[src/rtl/uart_port_master_pkg.sv]
// Shared constants and FSM state encoding for the UART-driven port bus master.
package uart_port_master_pkg;

  localparam logic [7:0] OP_WRITE = 8'h57;
  localparam logic [7:0] OP_READ  = 8'h52;
  localparam logic [7:0] RSP_ACK  = 8'h06;
  localparam logic [7:0] RSP_NAK  = 8'h15;

  typedef enum logic [2:0] {
    ST_IDLE,
    ST_GET_ADDR,
    ST_GET_DATA,
    ST_WR,
    ST_WR_HOLD,
    ST_RD_SETUP,
    ST_RD_CAP,
    ST_SEND
  } state_e;

  function automatic logic is_opcode(input logic [7:0] b);
    return (b == OP_WRITE) || (b == OP_READ);
  endfunction

endpackage

[src/rtl/uart_port_master_if.sv]
// FIFO-side and port-bus signals of the UART port master, grouped for binding.
// Handshakes: urx_buffer_read pops the RX head only while urx_buffer_data_present=1;
// utx_buffer_write pushes data_tx only while utx_buffer_full=0; strobes are one cycle.
interface uart_port_master_if;
  logic [7:0] data_rx;
  logic       urx_buffer_data_present;
  logic       urx_buffer_read;
  logic [7:0] data_tx;
  logic       utx_buffer_full;
  logic       utx_buffer_write;
  logic [7:0] port_id;
  logic [7:0] port_out;
  logic       write_strobe;
  logic       read_strobe;
  logic [7:0] port_in;
  logic       busy;
  logic       error;

  modport master (
    input  data_rx, urx_buffer_data_present, utx_buffer_full, port_in,
    output urx_buffer_read, data_tx, utx_buffer_write, port_id, port_out,
    output write_strobe, read_strobe, busy, error
  );

  modport slave (
    output data_rx, urx_buffer_data_present, utx_buffer_full, port_in,
    input  urx_buffer_read, data_tx, utx_buffer_write, port_id, port_out,
    input  write_strobe, read_strobe, busy, error
  );
endinterface

[src/rtl/uart_frame_timer.sv]
// Inter-byte timeout: loadable down-counter; expired while running and at zero.
module uart_frame_timer #(
  parameter int unsigned TIMEOUT_CYCLES = 1_000_000
) (
  input  logic clk,
  input  logic rst,
  input  logic clear_i,
  input  logic load_i,
  input  logic run_i,
  output logic expired_o
);
  localparam int W = (TIMEOUT_CYCLES > 1) ? $clog2(TIMEOUT_CYCLES) : 1;
  localparam logic [W-1:0] LOAD_VAL = W'(TIMEOUT_CYCLES - 1);

  logic [W-1:0] cnt_q, cnt_d;

  // Load wins over clear so a state exit that also starts a new wait reloads.
  always_comb begin
    cnt_d = cnt_q;
    if (load_i)                     cnt_d = LOAD_VAL;
    else if (clear_i)               cnt_d = '0;
    else if (run_i && cnt_q != '0)  cnt_d = cnt_q - 1'b1;
  end

  always_ff @(posedge clk or posedge rst) begin
    if (rst) cnt_q <= '0;
    else     cnt_q <= cnt_d;
  end

  assign expired_o = run_i && (cnt_q == '0);
endmodule

[src/rtl/uart_port_master.sv]
// Parses W/R byte frames from the UART RX FIFO, drives the 8-bit port bus,
// and replies ACK, NAK or the read byte through the TX FIFO.
module uart_port_master
  import uart_port_master_pkg::*;
#(
  parameter int unsigned TIMEOUT_CYCLES = 1_000_000
) (
  input  logic                 clk,
  input  logic                 reset,
  uart_port_master_if.master   bus,
  output state_e               dbg_state_o
);
  state_e     state_q;
  logic       settle_q;
  logic [7:0] op_q;
  logic [7:0] port_id_q, port_out_q, data_tx_q;
  logic       wr_stb_q, rd_stb_q, err_q;

  logic rx_state, pop, tx_push, tmr_run, tmr_load, tmr_clear, tmr_expired;

  // After every pop the next cycle is a settle cycle: no pop, then advance.
  assign rx_state  = (state_q == ST_IDLE) || (state_q == ST_GET_ADDR) ||
                     (state_q == ST_GET_DATA);
  assign pop       = rx_state && !settle_q && bus.urx_buffer_data_present;
  assign tx_push   = (state_q == ST_SEND) && !bus.utx_buffer_full;
  assign tmr_run   = (state_q == ST_GET_ADDR) || (state_q == ST_GET_DATA);
  assign tmr_load  = pop || settle_q;
  assign tmr_clear = !tmr_run;

  uart_frame_timer #(.TIMEOUT_CYCLES(TIMEOUT_CYCLES)) u_timer (
    .clk       (clk),
    .rst       (reset),
    .clear_i   (tmr_clear),
    .load_i    (tmr_load),
    .run_i     (tmr_run),
    .expired_o (tmr_expired)
  );

  always_ff @(posedge clk or posedge reset) begin
    if (reset) begin
      state_q    <= ST_IDLE;
      settle_q   <= 1'b0;
      op_q       <= 8'h00;
      port_id_q  <= 8'h00;
      port_out_q <= 8'h00;
      data_tx_q  <= 8'h00;
      wr_stb_q   <= 1'b0;
      rd_stb_q   <= 1'b0;
      err_q      <= 1'b0;
    end else begin
      wr_stb_q <= 1'b0;
      rd_stb_q <= 1'b0;
      err_q    <= 1'b0;
      case (state_q)
        ST_IDLE: begin
          if (pop) begin
            op_q     <= bus.data_rx;
            settle_q <= 1'b1;
          end else if (settle_q) begin
            settle_q <= 1'b0;
            if (is_opcode(op_q)) begin
              state_q <= ST_GET_ADDR;
            end else begin
              data_tx_q <= RSP_NAK;
              err_q     <= 1'b1;
              state_q   <= ST_SEND;
            end
          end
        end
        ST_GET_ADDR: begin
          if (pop) begin
            port_id_q <= bus.data_rx;
            settle_q  <= 1'b1;
          end else if (settle_q) begin
            settle_q <= 1'b0;
            state_q  <= (op_q == OP_WRITE) ? ST_GET_DATA : ST_RD_SETUP;
          end else if (tmr_expired) begin
            err_q   <= 1'b1;
            state_q <= ST_IDLE;
          end
        end
        ST_GET_DATA: begin
          if (pop) begin
            port_out_q <= bus.data_rx;
            settle_q   <= 1'b1;
          end else if (settle_q) begin
            settle_q <= 1'b0;
            wr_stb_q <= 1'b1;
            state_q  <= ST_WR;
          end else if (tmr_expired) begin
            err_q   <= 1'b1;
            state_q <= ST_IDLE;
          end
        end
        ST_WR:       state_q <= ST_WR_HOLD;
        ST_WR_HOLD: begin
          data_tx_q <= RSP_ACK;
          state_q   <= ST_SEND;
        end
        ST_RD_SETUP: begin
          rd_stb_q <= 1'b1;
          state_q  <= ST_RD_CAP;
        end
        // port_in is registered by the hub off port_id, so it is valid here.
        ST_RD_CAP: begin
          data_tx_q <= bus.port_in;
          state_q   <= ST_SEND;
        end
        ST_SEND: if (tx_push) state_q <= ST_IDLE;
        default: state_q <= ST_IDLE;
      endcase
    end
  end

  assign bus.urx_buffer_read  = pop;
  assign bus.utx_buffer_write = tx_push;
  assign bus.data_tx          = data_tx_q;
  assign bus.port_id          = port_id_q;
  assign bus.port_out         = port_out_q;
  assign bus.write_strobe     = wr_stb_q;
  assign bus.read_strobe      = rd_stb_q;
  assign bus.busy             = (state_q != ST_IDLE);
  assign bus.error            = err_q;
  assign dbg_state_o          = state_q;
endmodule

[src/flat_wrapper.sv]
// flat-port wrapper written by rule: the top's interface ports become plain ports
module uart_port_master_flat import uart_port_master_pkg::*;
#(
  parameter int unsigned TIMEOUT_CYCLES = 1_000_000
)
  (clk, reset, dbg_state_o, bus_data_rx, bus_urx_buffer_data_present, bus_utx_buffer_full, bus_port_in, bus_urx_buffer_read, bus_data_tx, bus_utx_buffer_write, bus_port_id, bus_port_out, bus_write_strobe, bus_read_strobe, bus_busy, bus_error);
  uart_port_master_if bus_i ();
  input  logic clk;
  input  logic reset;
  output state_e dbg_state_o;
  input wire logic [$bits(bus_i.data_rx)-1:0] bus_data_rx;
  input wire logic [$bits(bus_i.urx_buffer_data_present)-1:0] bus_urx_buffer_data_present;
  input wire logic [$bits(bus_i.utx_buffer_full)-1:0] bus_utx_buffer_full;
  input wire logic [$bits(bus_i.port_in)-1:0] bus_port_in;
  output wire logic [$bits(bus_i.urx_buffer_read)-1:0] bus_urx_buffer_read;
  output wire logic [$bits(bus_i.data_tx)-1:0] bus_data_tx;
  output wire logic [$bits(bus_i.utx_buffer_write)-1:0] bus_utx_buffer_write;
  output wire logic [$bits(bus_i.port_id)-1:0] bus_port_id;
  output wire logic [$bits(bus_i.port_out)-1:0] bus_port_out;
  output wire logic [$bits(bus_i.write_strobe)-1:0] bus_write_strobe;
  output wire logic [$bits(bus_i.read_strobe)-1:0] bus_read_strobe;
  output wire logic [$bits(bus_i.busy)-1:0] bus_busy;
  output wire logic [$bits(bus_i.error)-1:0] bus_error;
  assign bus_i.data_rx = bus_data_rx;
  assign bus_i.urx_buffer_data_present = bus_urx_buffer_data_present;
  assign bus_i.utx_buffer_full = bus_utx_buffer_full;
  assign bus_i.port_in = bus_port_in;
  assign bus_urx_buffer_read = bus_i.urx_buffer_read;
  assign bus_data_tx = bus_i.data_tx;
  assign bus_utx_buffer_write = bus_i.utx_buffer_write;
  assign bus_port_id = bus_i.port_id;
  assign bus_port_out = bus_i.port_out;
  assign bus_write_strobe = bus_i.write_strobe;
  assign bus_read_strobe = bus_i.read_strobe;
  assign bus_busy = bus_i.busy;
  assign bus_error = bus_i.error;
  uart_port_master #(.TIMEOUT_CYCLES(TIMEOUT_CYCLES)) u_core (.clk(clk), .reset(reset), .bus(bus_i), .dbg_state_o(dbg_state_o));
endmodule
[config.mk]
export PLATFORM = sky130hd
export DESIGN_NAME = uart_port_master_flat
export DESIGN_NICKNAME = d
export VERILOG_FILES = /design/src/rtl/uart_port_master_pkg.sv /design/src/rtl/uart_port_master_if.sv /design/src/rtl/uart_frame_timer.sv /design/src/rtl/uart_port_master.sv /design/src/flat_wrapper.sv
export SDC_FILE = /design/constraint.sdc
export NUM_CORES = 1
export LEC_CHECK = 0
export BUFFER_PORTS_ARGS = -buffer_cell sky130_fd_sc_hd__buf_2
export CELL_PAD_IN_SITES_DETAIL_PLACEMENT = 2
export CELL_PAD_IN_SITES_GLOBAL_PLACEMENT = 2
export CORE_UTILIZATION = 35
export CTS_CLUSTER_DIAMETER = 80
export DETAILED_ROUTE_END_ITERATION = 16
export HOLD_SLACK_MARGIN = 0.15
export PLACE_DENSITY = 0.81
export SYNTH_ARGS = -nofsm -noshare
export SYNTH_HDL_FRONTEND = slang
export SYNTH_SLANG_ARGS = --single-unit
[constraint.sdc]
create_clock -name clk -period 3.47 [get_ports clk]
set_input_delay 0.1735 -clock clk [delete_from_list [all_inputs] [get_ports clk]]
set_output_delay 0.1735 -clock clk [all_outputs]
set_load 0.02 [all_outputs]
==> results.json <==
{
  "status": "finished clean",
  "boundaryPins": 53,
  "dr.pass1.iters": 4,
  "critPathLaunchType": "register",
  "fin_crit_ns": 2.621,
  "vias": 2364,
  "grt_max_degree": 36,
  "gp_congestion": 0.7847,
  "row_count": 32,
  "clockRootBuffer": "clkbuf_8",
  "end_kind": "register",
  "portBuffers": 52,
  "synth_fa_ha_area_share_pct": 0.4442,
  "synth_warnings": 0,
  "max_freq_ghz": 0.3815,
  "crit_buf_inv": 1,
  "maxSlewViolCount": 0,
  "top_layer": "met4",
  "antenna_left": 0,
  "yosys.cell_types.count": 45,
  "leakage_uw": 0.001580,
  "fin_nets": 356,
  "crit_type": "reg2reg",
  "insertion_delay_ns": 0.35,
  "cts_tree": "yes",
  "comb_power_share_pct": 44.5,
  "cp_data_required_time_ns": 3.70,
  "hold_viol": 0,
  "rsz0062_at_grt": "false",
  "yosysSeqAreaShare_pct": 52.42,
  "cp-startpoint": "u_core.u_timer.cnt_q[0]",
  "r2r-end": "u_core.u_timer.cnt_q[17]",
  "drtIter0Drc": 72,
  "die_area_sq_mm": 0.008410,
  "p_int_uw": 1821,
  "crit_chain": "inv_1 > ha_1 > or4b_2 > nor2_1 > and3_1 > nor4_1 > a311o_1",
  "synth_top_cell_area_share_pct": 52.42,
  "insertedDiodeCount": 0,
  "avgSynthCellArea_sq_um": 10.75,
  "hold_buffers": 18,
  "synth-main-ff-cell": "dfrtp_1",
  "area_delta_synth_final_pct": 25.32,
  "powerDensity_mw_per_mm2": 922.7,
  "cp_num_cells": 7,
  "cts.sink_count": 59,
  "cts_made_buffers": 9,
  "synth_compound_area_share_pct": 14.30,
  "synth_seq_cells": 59,
  "clk_pin_slew_ns": 0.07,
  "p_sw_uw": 1436,
  "grt-ovfl-total": 0,
  "gr-usage-all-layers_pct": 22.12,
  "synth.most_common_cell": "dfrtp_1",
  "m1WireLength_um": 3694,
  "setup_viol": 0,
  "syn_inst": 262,
  "crit_path_max_fanout": 9,
  "dr_wl_met2_um": 4470,
  "max_slew_margin_pct": 50.75,
  "power_frac_clock_pct": 17.3,
  "crit_path_end": "u_core.u_timer.cnt_q[17]",
  "reg2reg_depth": 7,
  "power.total_uw": 3257,
  "cts_resized": 0,
  "drc": 0,
  "chipWidth_um": 91.71,
  "yosysTopAreaCell": "dfrtp_1",
  "synth_mux_area_share_pct": 9.951,
  "critPathTopFamily": "simple AND/OR/NAND/NOR gates",
  "rrSetupSlack_ns": 0.85,
  "holdCritPathClass": "in2reg",
  "wl_met3_um": 186,
  "syn-num-nets": 283,
  "finalCritPeriodShare_pct": 75.53,
  "wl_per_cell_um": 19.19,
  "grt_pass1_wl_um": 14190,
  "worstPathArrival_ns": 2.85,
  "synth.cell_area_sq_mm": 0.002816,
  "ys_top_cells_by_area": "dfrtp_1 (52%), mux2_2 (9.6%), xnor2_1 (3.4%)",
  "post_synth_xor_area_fraction_pct": 3.732,
  "tightest_slew_ns": 0.7377,
  "final_layout_size_suffix_gt1_share_pct": 30.88,
  "fin_worst_skew_ns": 0.01143,
  "core_region_area_sq_mm": 0.007767,
  "cts_setup_buffers": 0,
  "cpMaxStageDelayCell": "or4b_2",
  "clock_tree.buffer_depth": 2,
  "fillers": 850,
  "fin_setup_tns_ns": 0,
  "wl_um": 8480,
  "htreeDepth": 3,
  "grt_pass1_vias": 2705,
  "die_y_um": 91.71,
  "dp_hpwl_um": 5474,
  "ir_drop_v": 0.0003441,
  "synth-simple-area-share_pct": 16.48,
  "synth_top_family_by_area": "simple AND/OR/NAND/NOR gates",
  "swShare_pct": 44.08,
  "r2r-start": "u_core.u_timer.cnt_q[0]",
  "p_seq_share_pct": 38.2,
  "synthArstFlopShare_pct": 100.0,
  "start_util_pct": 36.26,
  "cap_viol_max_count": 0,
  "routed_via_density": 5.348,
  "grt_antenna_before_repair": 0,
  "synthTopCellsByCount": "dfrtp_1 (59), mux2_2 (24), nor2_1 (18), nand2_1 (13)",
  "synth_edf_count": 0,
  "max_stage_delay_ns": 0.63
}
layout make-up:
cell class                      count  area [sq um]  share of cell area [%]
Multi-Input combinational cell    184          1265                   35.84
Timing Repair Buffer               73         462.9                   13.12
Inverter                            8         30.03                  0.8508
Clock buffer                        9         123.9                   3.509
Sequential cell                    59          1476                   41.83
Tap cell                          102         127.6                   3.616
Clock inverter                      7         43.79                   1.241
metrics by stage:
step / setup slack, ns / hold slack, ns / cells / utilization (%) / cell area (sq um)
after floorplan: 1.009 / 0.3062 / 262 / - / 2816
after global placement: 0.9870 / 0.3337 / 408 / 40.96 / 3182
after detailed placement: 0.9110 / 0.3415 / 408 / 40.96 / 3182
after CTS: 0.8579 / 0.3190 / 442 / 45.44 / 3530
after global routing: 0.7192 / 0.3597 / 442 / 45.44 / 3530
final: 0.8490 / 0.3230 / 442 / 45.44 / 3530
registers in the layout (all words and copies together) (netlist names):
signal                   cells
u_core.op_q                  8
u_core.bus.read_strobe       1
u_core.bus.port_id           8
u_core.u_timer.cnt_q        20
u_core.bus.data_tx           8
u_core.settle_q              1
u_core.bus.error             1
u_core.dbg_state_o           3
u_core.bus.port_out          8
u_core.bus.write_strobe      1
power groups by stage:
stage / logic (uW) / clock network [uW] / registers [uW]
after floorplan: 857 / 0 / 1330
after global placement: 1350 / 0 / 1220
after detailed placement: 1420 / 0 / 1250
after CTS: 1440 / 570 / 1240
after global routing: 1580 / 608 / 1280
final: 1450 / 564 / 1240
cell families (layout without fill, tap and decap cells):
group,after synthesis,after routing
simple gates,86,86
buf+inv,19,97
mux,25,25
fa+ha+maj,1,1
flops,59,59
compound gates,60,60
xor+xnor,12,12
per-layer routing:
layer / GRT usage, % / vias to the layer above
met3: 3.400 / 11
met2: 40.10 / 40
li1: - / 1096
met1: 26.68 / 1217
met5: 0 / -
met4: 7.422 / 0
cell usage in the layout (no fill, tap or decap), types with 3 or more instances in the layout:
cell	count
o21ai_0	12
nand3_1	4
nand2b_1	8
nand2_1	13
mux2_2	24
xnor2_1	11
or3_1	7
or2_2	3
buf_2	52
buf_4	3
nor4_1	4
a211oi_1	5
inv_1	7
a22o_1	5
o22ai_1	3
a31oi_1	4
a21o_1	3
nor3_1	11
nor2_1	18
a21oi_1	12
clkbuf_8	9
nor2b_1	6
dfrtp_1	59
clkinv_2	4
o21a_1	3
dlygate4sd3_1	18
worst min-delay path by stage:
stage	slack, ns	startpoint	cells past startpoint	end
floorplan	0.31	bus_port_in[3]	1	u_core.bus.data_tx[3]
global placement	0.33	reset	2	u_core.bus.port_id[4]
detailed placement	0.34	reset	2	u_core.bus.port_id[4]
CTS	0.32	bus_urx_buffer_data_present	4	u_core.u_timer.cnt_q[4]
global route	0.36	bus_urx_buffer_data_present	4	u_core.u_timer.cnt_q[18]
finish	0.32	bus_urx_buffer_data_present	4	u_core.u_timer.cnt_q[4]
worst reg2reg max path, stage by stage, from the launching register on:
cell     delay [ns]
dfrtp_1        0.40
inv_1          0.10
ha_1           0.19
or4b_2         0.63
nor2_1         0.26
and3_1         0.47
nor4_1         0.12
a311o_1        0.33
(Power assumes the default switching activity.)
